File: config.mk
export PLATFORM = sky130hd
export DESIGN_NAME = uart_tx_arbiter
export DESIGN_NICKNAME = d
export VERILOG_FILES = /design/src/rtl/uart_tx_arbiter.sv
export SDC_FILE = /design/constraint.sdc
export NUM_CORES = 1
export LEC_CHECK = 0
export CAP_MARGIN = 5
export CORE_UTILIZATION = 48
export CTS_BUF_LIST = sky130_fd_sc_hd__clkbuf_2
export CTS_CLUSTER_SIZE = 25
export DETAILED_ROUTE_END_ITERATION = 12
export GPL_TIMING_DRIVEN = 0
export PLACE_DENSITY_LB_ADDON = 0.05
export SLEW_MARGIN = 5
export SYNTH_ARGS = -nofsm -noshare
export SYNTH_HDL_FRONTEND = slang
export SYNTH_SLANG_ARGS = --single-unit
File: constraint.sdc
create_clock -name clk -period 7.1 [get_ports clk]
set_input_delay 1.42 -clock clk [delete_from_list [all_inputs] [get_ports clk]]
set_output_delay 1.42 -clock clk [all_outputs]
set_load 0.005 [all_outputs]
File: src/rtl/uart_tx_arbiter.sv
// uart_tx_arbiter: round-robin arbiter sharing one UART byte transmitter
// between NUM_REQ requesters. It launches the granted byte, waits for the
// frame to finish, acknowledges the requester, and resets the transmitter
// when a launch is not accepted within START_TIMEOUT cycles.
//
// state     | meaning
// ----------+-----------------------------------------------------------
// S_IDLE    | no frame in flight; pick next requester round-robin
// S_LAUNCH  | tx_start held high, waiting for the transmitter to go busy
// S_SENDING | frame in progress, waiting for tx_done
// S_RELEASE | one-cycle ack pulse to the granted requester
// S_ABORT   | one-cycle transmitter reset (tx_en low) and err pulse
module uart_tx_arbiter #(
  parameter int NUM_REQ       = 4,
  parameter int START_TIMEOUT = 8
) (
  input  logic                       clk,
  input  logic                       rst,
  input  logic [NUM_REQ-1:0]         req,
  input  logic [8*NUM_REQ-1:0]       req_data,
  output logic [NUM_REQ-1:0]         ack,
  output logic                       err,
  output logic [$clog2(NUM_REQ)-1:0] grant_id,
  output logic                       active,
  output logic                       tx_en,
  output logic                       tx_start,
  output logic [7:0]                 tx_data,
  input  logic                       tx_busy,
  input  logic                       tx_done
);

  localparam int GW = $clog2(NUM_REQ);
  localparam int CW = $clog2(START_TIMEOUT);
  localparam logic [CW-1:0] CNT_LAST  = CW'(START_TIMEOUT - 1);
  localparam logic [GW-1:0] GRANT_RST = GW'(NUM_REQ - 1);

  typedef enum logic [2:0] {
    S_IDLE,
    S_LAUNCH,
    S_SENDING,
    S_RELEASE,
    S_ABORT
  } state_t;

  state_t             r_state, w_state_nxt;
  logic [CW-1:0]      r_cnt, w_cnt_nxt;
  logic [GW-1:0]      r_grant_id, w_grant_nxt, w_pick;
  logic [7:0]         r_tx_data, w_data_nxt;
  logic               r_active, w_active_nxt;
  logic               r_tx_start, w_start_nxt;
  logic               r_tx_en, w_en_nxt;
  logic [NUM_REQ-1:0] r_ack, w_ack_nxt;
  logic               r_err, w_err_nxt;

  // First set request strictly after 'last', wrapping. Iterating from the
  // farthest offset down lets the nearest one overwrite the result.
  function automatic logic [GW-1:0] rr_pick(input logic [NUM_REQ-1:0] r,
                                            input logic [GW-1:0] last);
    logic [GW-1:0] pick;
    int idx;
    pick = last;
    for (int k = NUM_REQ; k >= 1; k--) begin
      idx = (int'(last) + k) % NUM_REQ;
      if (r[GW'(idx)]) pick = GW'(idx);
    end
    return pick;
  endfunction

  // Next-state and next-output decode; outputs are registered below.
  always_comb begin
    w_state_nxt  = r_state;
    w_cnt_nxt    = r_cnt;
    w_grant_nxt  = r_grant_id;
    w_data_nxt   = r_tx_data;
    w_active_nxt = r_active;
    w_start_nxt  = r_tx_start;
    w_en_nxt     = 1'b1;
    w_ack_nxt    = '0;
    w_err_nxt    = 1'b0;
    w_pick       = rr_pick(req, r_grant_id);

    case (r_state)
      S_IDLE: begin
        w_active_nxt = 1'b0;
        w_start_nxt  = 1'b0;
        if (|req) begin
          w_state_nxt  = S_LAUNCH;
          w_grant_nxt  = w_pick;
          w_active_nxt = 1'b1;
          w_start_nxt  = 1'b1;
          w_cnt_nxt    = '0;
          for (int i = 0; i < NUM_REQ; i++) begin
            if (w_pick == GW'(i)) w_data_nxt = req_data[8*i +: 8];
          end
        end
      end
      S_LAUNCH: begin
        w_cnt_nxt = r_cnt + 1'b1;
        if (tx_busy) begin
          w_state_nxt = S_SENDING;
          w_start_nxt = 1'b0;
        end else if (r_cnt == CNT_LAST) begin
          w_state_nxt = S_ABORT;
          w_start_nxt = 1'b0;
          w_en_nxt    = 1'b0;
          w_err_nxt   = 1'b1;
        end
      end
      S_SENDING: begin
        w_start_nxt = 1'b0;
        if (tx_done) begin
          w_state_nxt            = S_RELEASE;
          w_ack_nxt[r_grant_id]  = 1'b1;
        end
      end
      S_RELEASE: begin
        w_state_nxt  = S_IDLE;
        w_active_nxt = 1'b0;
      end
      S_ABORT: begin
        w_state_nxt  = S_IDLE;
        w_active_nxt = 1'b0;
      end
      default: begin
        w_state_nxt  = S_IDLE;
        w_active_nxt = 1'b0;
        w_start_nxt  = 1'b0;
      end
    endcase
  end

  // State, timeout counter and registered outputs.
  always_ff @(posedge clk) begin
    if (rst) begin
      r_state    <= S_IDLE;
      r_cnt      <= '0;
      r_grant_id <= GRANT_RST;
      r_tx_data  <= '0;
      r_active   <= 1'b0;
      r_tx_start <= 1'b0;
      r_tx_en    <= 1'b0;
      r_ack      <= '0;
      r_err      <= 1'b0;
    end else begin
      r_state    <= w_state_nxt;
      r_cnt      <= w_cnt_nxt;
      r_grant_id <= w_grant_nxt;
      r_tx_data  <= w_data_nxt;
      r_active   <= w_active_nxt;
      r_tx_start <= w_start_nxt;
      r_tx_en    <= w_en_nxt;
      r_ack      <= w_ack_nxt;
      r_err      <= w_err_nxt;
    end
  end

  assign ack      = r_ack;
  assign err      = r_err;
  assign grant_id = r_grant_id;
  assign active   = r_active;
  assign tx_en    = r_tx_en;
  assign tx_start = r_tx_start;
  assign tx_data  = r_tx_data;

endmodule

Word level (Yosys, flattened, before mapping):

Cells that the tools add are included.

* flip-flop bits (word level): 24
* bits of input ports: 40
* output and inout port bits: 18
* word-level logic and storage cells: 88

* add/subtract/negate cells: 5
* magnitude comparators: 6
* equal/unequal tests: 11
* mux-type cells: 38
* bitwise operators: 4
* reduce and logical (&&, ||, !) cells: 15

Operators with widths (number)
* 8-bit 2-to-1 mux: 4
* 2-bit by 4-bit < comparator with 1-bit output (second input constant): 4
* 1-bit 2-to-1 mux: 16
* 3-bit 2-to-1 mux: 5
* 3-bit case mux with 3 select lines: 1
* 1-bit binary-select mux with 2-bit select: 4
* 2-bit 2-to-1 mux: 4
* 3-bit by 2-bit == test with 1-bit output (second input constant): 2
* 3-bit == test (second input constant): 2
* 3-bit case mux with 2 select lines: 1
* 2-bit AND reduction: 3
* 3-bit AND reduction: 2
* 3-bit OR reduction: 2
* 2-bit by 1-bit adder with 2-bit output (second input constant): 2
* 2-bit adder (second input constant): 2
* 2-bit == test (second input constant): 2
* 2-bit != test (second input constant): 2
* 1-bit inverter: 4
* 4-bit nonzero test: 1
* 2-bit OR reduction: 2
* 4-bit OR reduction: 1
* 3-bit by 1-bit adder with 3-bit output (second input constant): 1
* 3-bit by 1-bit == test with 1-bit output (second input constant): 1
* 3-bit logical NOT: 1
* 10 further kinds: 10

Logic depth before layout (Yosys ltp):

Gate-level depths: netlist of run 1.

* depth after elaboration: 13
* gate-level depth with buffers: 10
* mapped depth without buffers: 7

Worst setup path before layout of run 1:

OpenSTA, ideal clock, no wires.

* kind: input-to-reg
* start point: in req[0]
* end point: reg r_tx_data[1], in the netlist tx_data[1]
* setup time: 0.122 ns
* data arrival time: 3.041 ns
* required time: 6.978 ns
* path slack: 3.937 ns
* stages: 5
* path buffers: 0
* cell sequence: or2_1 > a31o_2 > nor2_1 > mux2_2 > a311o_1

* cells in the longest elaborated chain, start to end: 11
* elaborated cells on any way between the ends: 26

RTL lines
* from (decl): line 19 `input logic [NUM_REQ-1:0] req,`
* 1-bit binary-select mux with 2-bit select: line 64 `if (r[GW'(idx)]) pick = GW'(idx);`
* 1-bit 2-to-1 mux (implied by the code) (2 in a row): line 64
* 2-bit 2-to-1 mux (4 in a row): line 64
* 2-bit by 1-bit == test with 1-bit output: line 93 `if (w_pick == GW'(i)) w_data_nxt = req_data[8*i +: 8];`
* 8-bit 2-to-1 mux (3 in a row): line 93
* to (signal assigned): line 148 `r_tx_data <= w_data_nxt;`
* to (decl): line 48 `logic [7:0] r_tx_data, w_data_nxt;`

Several ways; a longest one is shown, not always the timed one. The select of a mux whose other input is x is not followed.
A chain may end at the register's enable or synchronous reset.

Final worst setup path of run 1:

Same ends and word-level chain as after synthesis.

==> results.json, run 1 <==
{
  "outcome": "finished, violations left",
  "failed_checks": "DRC",
  "postPlaceCellArea_um2": 2040,
  "cts.path.max_buffers": 2,
  "antenna-diode-count": 0,
  "die_width_um": 56.7,
  "worstSetupStartpointType": "input pin",
  "final.period_utilization_pct": 51.1,
  "cellLeakagePower_nw": 0.791,
  "fin_area_um2": 2090,
  "tightestPinTransition_ns": 0.749,
  "syn-cell-area_um2": 1440,
  "synth_commonest_cells": "24 x sky130_fd_sc_hd__dfxtp_1, 19 x sky130_fd_sc_hd__nor2_1, 11 x sky130_fd_sc_hd__nand3_1, 11 x sky130_fd_sc_hd__o21ai_0",
  "initial_core_util_pct": 51.2,
  "grt_setup_unrepaired": "no",
  "die_area_um2": 3210,
  "slew_headroom_pct": 49.9,
  "worstPathBufferInverterCount": 1,
  "swShare_pct": 35.3,
  "ctsRootBufferMaster": "sky130_fd_sc_hd__clkbuf_2",
  "cts_resized": 0,
  "synthDominantAreaCellType": "sky130_fd_sc_hd__dfxtp_1",
  "cts_hold_buffers": 0,
  "setup-tns-final_ns": 0,
  "drtPass1Iterations": 8,
  "layout_cell_share_with_drive_strength_beyond_1_pct": 9.46,
  "yosysTopAreaCellShare_pct": 33.5,
  "slew_viol_final": 0,
  "dominant_register_cell_in_the_synthesized_netlist": "sky130_fd_sc_hd__dfxtp_1",
  "fmax_ghz": 0.276,
  "register_bit_total_from_synthesis": 24,
  "detail-route-antenna-nets": 0,
  "power_per_cell_area_nw_per_um2": 301,
  "die_height_um": 56.7,
  "synth_seq_area_share_pct": 33.5,
  "maxCapViolations": 0,
  "pwr-share-comb_pct": 56.1,
  "p_sw_w": 0.000222,
  "grt_antenna_before_repair": 0,
  "power_frac_seq_pct": 29.4,
  "tritoncts": "done",
  "cts.sinks": 24,
  "syn-mean-instance-area_um2": 8.91,
  "post_detailed_placement_half_perimeter_wirelength_um": 2970,
  "gate_count_post_synth": 161,
  "synth-edff-count": 0,
  "first_iter_violations": 43,
  "placeableCoreArea_um2": 2810,
  "number_of_different_library_cells_in_the_post_synthesis_netlist": 32,
  "setup-violations-final": 0,
  "floorplan.io_pins": 58,
  "layout.nets": 269,
  "grt.overflow.total": 0,
  "ctsHtreeMaxLevel": 1,
  "drt-vias-per-instance": 5.96,
  "buffer_ports.inserted": 57,
  "worst_hold_path_type": "reg -> reg",
  "worstSetupEndpointType": "register",
  "post-synth-top-count-cell": "sky130_fd_sc_hd__dfxtp_1",
  "cts_inserted_buffers": 3,
  "timing_worst_setup_path_type": "in -> reg",
  "multi_input_area_um2": 883,
  "critical_path_top_delay_cell": "sky130_fd_sc_hd__nor2_1",
  "cts.clk_slew.worst_paths_ns": 0.24,
  "clkLatencyLatePin_ns": 0.35,
  "grt_start_max_net_pins": 15,
  "drt_wl_total_um": 3730,
  "critical_path_cell_count": 6,
  "num_rows": 19,
  "synthArstFlopShare_pct": 0,
  "final_hold_viol_count": 0,
  "critical_path.max_stage_delay_ns": 0.59,
  "grt_use_total_pct": 24.3,
  "max-vdd-ir-drop_v": 0.000194,
  "synth_fp_nets": 207,
  "worstPathArrival_ns": 3.89,
  "synth.yosys.warnings": 0,
  "vias_in_the_first_global_route": 1408,
  "layout.area.seq_um2": 480,
  "global_route_wire_length_before_repair_um": 6070,
  "critPathTopFamily": "simple AND/OR/NAND/NOR gates",
  "hold-path-cell-count": 2,
  "avgRoutedWirePerCell_um": 14.7,
  "filler_cell_count": 240,
  "r2r.worst_path.cells": 9,
  "layout_min_cycle_time_ns": 3.63,
  "area_growth_pct": 45.6,
  "routabilityCongestion": 0.852,
  "clock_power_share_pct": 14.5,
  "cell_internal_pwr_w": 0.000407,
  "vias": 1507,
  "crit_path_cell_chain": "clkdlybuf4s50_1, or2_1, a31o_2, nor2_1, mux2_2, a311o_1",
  "worst_clock_skew_ns": 0.0186,
  "cts.repair_timing.setup_buffer_count": 0,
  "crit_fanout": 9,
  "wp_data_required_ns": 7.36,
  "synthTopCellsByArea": "sky130_fd_sc_hd__dfxtp_1 33%, sky130_fd_sc_hd__mux2_2 6.3%, sky130_fd_sc_hd__a311o_1 5.6%",
  "drcViolationCount": 2
}
==> worst reg2reg max path: stages (launching register included) <==
cell and delay [ns]:
sky130_fd_sc_hd__dfxtp_1 0.56, sky130_fd_sc_hd__inv_1 0.19, sky130_fd_sc_hd__ha_1 0.42, sky130_fd_sc_hd__mux4_2 0.51, sky130_fd_sc_hd__nor2b_1 0.16, sky130_fd_sc_hd__or3_1 0.36
sky130_fd_sc_hd__buf_6 0.15, sky130_fd_sc_hd__and2_4 0.15, sky130_fd_sc_hd__buf_6 0.12, sky130_fd_sc_hd__a311o_1 0.26
==> kinds of logic (layout without fill, tap and decap cells) <==
kind of cell	Yosys count	in the layout	share of synthesized area (%)
adder cells (fa/ha/maj)	6	6	5.23
multiplexers	13	13	12.4
AND/OR/NAND/NOR	60	60	21.9
flip-flops	24	24	33.5
XOR/XNOR	1	1	0.610
buffers and inverters	14	75	4.97
AO/OA/AOI/OAI	43	43	21.4
==> sequential cells by signal, indices dropped and copies added, names as in the netlist <==
| name | cells |
|---|---|
| r_state | 3 |
| r_cnt | 3 |
| active | 1 |
| tx_data | 8 |
| tx_start | 1 |
| grant_id | 2 |
| tx_en | 1 |
| err | 1 |
| ack | 4 |
==> final timing paths <==
path,from,slack [ns],endpoint
hold reg to reg,r_cnt[2],0.50,r_cnt[2]
setup reg to reg,grant_id[1],4.14,tx_data[1]
setup / recovery,req[0],3.47,tx_data[1]
hold / removal,r_cnt[2],0.50,r_cnt[2]
==> cell type report <==
class,instances,area share (%)
well taps,31,1.86
plain buffers,8,2.34
clock buffers,3,0.719
multi-input cells,123,42.3
inverters,6,1.08
repair buffers,57,27.3
clock inverters,1,1.44
flip-flops and latches,24,23.0
==> cell usage in the layout, fill, tap and decap left out, types with 3 or more instances in the layout <==
master / netlist / layout
sky130_fd_sc_hd__ha_1: 6 / 6
sky130_fd_sc_hd__a21oi_1: 8 / 8
sky130_fd_sc_hd__clkbuf_1: 4 / 4
sky130_fd_sc_hd__nand3_1: 11 / 11
sky130_fd_sc_hd__inv_1: 6 / 6
sky130_fd_sc_hd__nand2b_1: 4 / 4
sky130_fd_sc_hd__o21ai_0: 11 / 11
sky130_fd_sc_hd__nor3b_1: 8 / 8
sky130_fd_sc_hd__a221oi_1: 8 / 8
sky130_fd_sc_hd__mux2_2: 8 / 8
sky130_fd_sc_hd__dfxtp_1: 24 / 24
sky130_fd_sc_hd__nor2_1: 19 / 19
sky130_fd_sc_hd__mux4_2: 3 / 3
sky130_fd_sc_hd__nand2_1: 4 / 4
sky130_fd_sc_hd__clkbuf_2: 0 / 3
sky130_fd_sc_hd__or3_1: 3 / 3
sky130_fd_sc_hd__clkdlybuf4s50_1: 0 / 57
sky130_fd_sc_hd__nor2b_1: 4 / 4
sky130_fd_sc_hd__a311o_1: 8 / 8
==> power by group through the flow <==
| stage | registers (W) | clock network [W] | logic [W] |
|---|---|---|---|
| 2_1_floorplan | 0.000187 | 0 | 0.000229 |
| 3_3_place_gp | 0.000186 | 0 | 0.000341 |
| 3_5_place_dp | 0.000188 | 0 | 0.000352 |
| 4_1_cts | 0.000185 | 0.0000920 | 0.000354 |
| 5_1_grt | 0.000189 | 0.0000978 | 0.000382 |
| 6_report | 0.000185 | 0.0000911 | 0.000353 |
==> per-stage QoR <==
step | hold slack, ns | utilization [%] | worst slack [ns] | instances | total power, W
2_1_floorplan | 0.452 | - | 3.94 | 161 | 0.000416
3_3_place_gp | 0.461 | 72.9 | 3.18 | 249 | 0.000527
3_5_place_dp | 0.469 | 72.9 | 3.10 | 249 | 0.000541
4_1_cts | 0.496 | 74.5 | 3.49 | 253 | 0.000631
5_1_grt | 0.539 | 74.5 | 3.41 | 253 | 0.000669
6_report | 0.502 | 74.5 | 3.47 | 253 | 0.000629
==> layer usage <==
metal	GRT usage, %	part of all wire [%]	up-vias
met4	7.50	0.72	0
li1	-	-	727
met5	0	0	-
met3	4.61	5.4	6
met1	26.3	40	717
met2	46.6	54	57
Power figures use the tool's default switching activity.
==> run 2, diff against run 1 <==
--- a/config.mk
+++ b/config.mk
@@ -6,7 +6,7 @@
 export NUM_CORES = 1
 export LEC_CHECK = 0
 export CAP_MARGIN = 5
-export CORE_UTILIZATION = 48
+export CORE_UTILIZATION = 44
 export CTS_BUF_LIST = sky130_fd_sc_hd__clkbuf_2
 export CTS_CLUSTER_SIZE = 25
 export DETAILED_ROUTE_END_ITERATION = 12
==> constraint.sdc (replaced) <==
create_clock -name clk -period 3.4 [get_ports clk]
set_input_delay 0.68 -clock clk [delete_from_list [all_inputs] [get_ports clk]]
set_output_delay 0.68 -clock clk [all_outputs]
set_load 0.005 [all_outputs]
==> run 2 against run 1 <==
  * Sequential power rose by 110%
  * Highest routed layer unchanged
  * Clock power rose by 110%
  * First-iteration DRC count is 47% higher
  * Cell area increased by 0.78%
  * Clock-buffer cell count unchanged
  * Worst hold slack lost 0.0081 ns
  * Non-clock buffer count stayed put
  * Global-route usage is 0.91 points lower
  * Wire length rose by 2.1%
  * Critical path depth rose by 1
  * The flow now finishes without violations
==> results.json, run 2 (same netlist as run 1, synthesis figures left out) <==
{
  "outcome": "completed",
  "placeableCoreArea_um2": 3080,
  "die_width_um": 59.1,
  "ctsHtreeMaxLevel": 1,
  "cts_resized": 0,
  "layout.core_utilization_pct": 68.4,
  "post_detailed_placement_half_perimeter_wirelength_um": 3000,
  "drcViolationCount": 0,
  "drt_wl_total_um": 3810,
  "worstSetupStartpointType": "register",
  "drt-vias-per-instance": 5.52,
  "clock_power_share_pct": 14.6,
  "clkLatencyLatePin_ns": 0.37,
  "antenna-diode-count": 0,
  "initial_core_util_pct": 46.6,
  "grt_setup_unrepaired": "no",
  "setup-violations-final": 0,
  "vias": 1469,
  "cts.clk_slew.worst_paths_ns": 0.24,
  "ctsRootBufferMaster": "sky130_fd_sc_hd__clkbuf_2",
  "grt_use_total_pct": 23.4,
  "max_reg_flops": 8,
  "routabilityCongestion": 0.835,
  "fmax_ghz": 0.336,
  "cell_internal_pwr_w": 0.000851,
  "detail-route-antenna-nets": 0,
  "maxCapViolations": 0,
  "wp_data_required_ns": 3.70,
  "worstSetupEndpointType": "register",
  "floorplan.io_pins": 58,
  "p_sw_w": 0.000470,
  "final_cell_mix": "57 x sky130_fd_sc_hd__clkdlybuf4s50_1, 24 x sky130_fd_sc_hd__dfxtp_1, 19 x sky130_fd_sc_hd__nor2_1",
  "buffer_ports.inserted": 57,
  "grt_antenna_before_repair": 0,
  "grt.overflow.total": 0,
  "grt_start_max_net_pins": 15,
  "power_per_cell_area_nw_per_um2": 627,
  "tritoncts": "done",
  "global_route_wire_length_before_repair_um": 6190,
  "cts_hold_buffers": 0,
  "critical_path.max_stage_delay_ns": 0.54,
  "die_height_um": 59.1,
  "cts_inserted_buffers": 3,
  "worstPathBufferInverterCount": 1,
  "drtPass1Iterations": 4,
  "avgRoutedWirePerCell_um": 14.3,
  "layout_cell_share_with_drive_strength_beyond_1_pct": 9.46,
  "slew_headroom_pct": 44.9,
  "worst_hold_path_type": "reg -> reg",
  "worstPathArrival_ns": 3.28,
  "critPathTopFamily": "compound AO/OA/AOI/OAI gates",
  "num_rows": 20,
  "cts.repair_timing.setup_buffer_count": 0,
  "filler_cell_count": 273,
  "worst_clock_skew_ns": 0.0251,
  "critical_path_top_delay_cell": "sky130_fd_sc_hd__dfxtp_1",
  "cellLeakagePower_nw": 0.791,
  "pwr-share-comb_pct": 56.3,
  "place_worst_setup_slack_ns": 0.110,
  "vias_in_the_first_global_route": 1439,
  "finalPower_w": 0.00132,
  "crit_path_cell_chain": "inv_1, ha_1, mux4_2, nor2b_1, o21ai_1, a221oi_1, a311o_1",
  "slew_viol_final": 0,
  "cts.sinks": 24,
  "layout.nets": 269,
  "area_growth_pct": 46.7,
  "cts.path.max_buffers": 2,
  "swShare_pct": 35.6,
  "final_hold_viol_count": 0,
  "setup-tns-final_ns": 0,
  "max-vdd-ir-drop_v": 0.000362,
  "timing_worst_setup_path_type": "reg -> reg",
  "mostFrequentLayoutCell": "sky130_fd_sc_hd__clkdlybuf4s50_1",
  "power_frac_seq_pct": 29.1,
  "die_area_um2": 3490,
  "worst_slack_ns": 0.423,
  "final.period_utilization_pct": 87.6,
  "tightestPinTransition_ns": 0.819,
  "first_iter_violations": 63,
  "layout_min_cycle_time_ns": 2.98,
  "crit_fanout": 9
}
## run 2: cell counts in the layout (fill, tap and decap cells not counted)
Identical to the previous run, type by type.
## run 2: routing by layer
layer,vias to the layer above,track usage (%),share of wire (%)
li1,723,-,-
met1,678,25.0,39
met2,61,45.9,53
met3,7,3.28,6.1
met4,0,8.16,1.4
met5,-,0,0
## run 2: area by class of cell
| class | instances | area (um2) | share of cell area [%] |
|---|---|---|---|
| Clock buffer | 3 | 15.0 | 0.713 |
| Buffer | 8 | 48.8 | 2.32 |
| Sequential cell | 24 | 480 | 22.8 |
| Multi-Input combinational cell | 123 | 883 | 41.9 |
| Inverter | 6 | 22.5 | 1.07 |
| Timing Repair Buffer | 57 | 571 | 27.1 |
| Tap cell | 44 | 55.1 | 2.61 |
| Clock inverter | 1 | 30.0 | 1.43 |
## run 2: final timing paths
path | from | to | slack, ns | cells after the start
hold / removal | active | active | 0.49 | 2
hold reg to reg | active | active | 0.49 | 2
setup reg to reg | grant_id[1] | tx_data[2] | 0.42 | 7
setup / recovery | grant_id[1] | tx_data[2] | 0.42 | 7
## run 2: power by group through the flow
stage / combinational [W] / clock (W) / sequential (W)
2_1_floorplan: 0.000479 / 0 / 0.000390
5_1_grt: 0.000814 / 0.000205 / 0.000394
3_5_place_dp: 0.000742 / 0 / 0.000391
3_3_place_gp: 0.000716 / 0 / 0.000389
6_report: 0.000744 / 0.000192 / 0.000385
4_1_cts: 0.000744 / 0.000192 / 0.000385
## run 2: worst register-to-register path, delay by kind of cell (launching register included)
kind	cells	cell delay, ns
compound gates	3	1.08
flops	1	0.54
mux	1	0.53
fa+ha+maj	1	0.43
buf+inv	1	0.18
simple gates	1	0.17
## run 2: stage by stage
stage               area (um2)  hold slack [ns]  instances
floorplan                 1440            0.452        161
global placement          2060            0.461        262
detailed placement        2060            0.472        262
CTS                       2110            0.496        266
global route              2110            0.513        266
finish                    2110            0.494        266
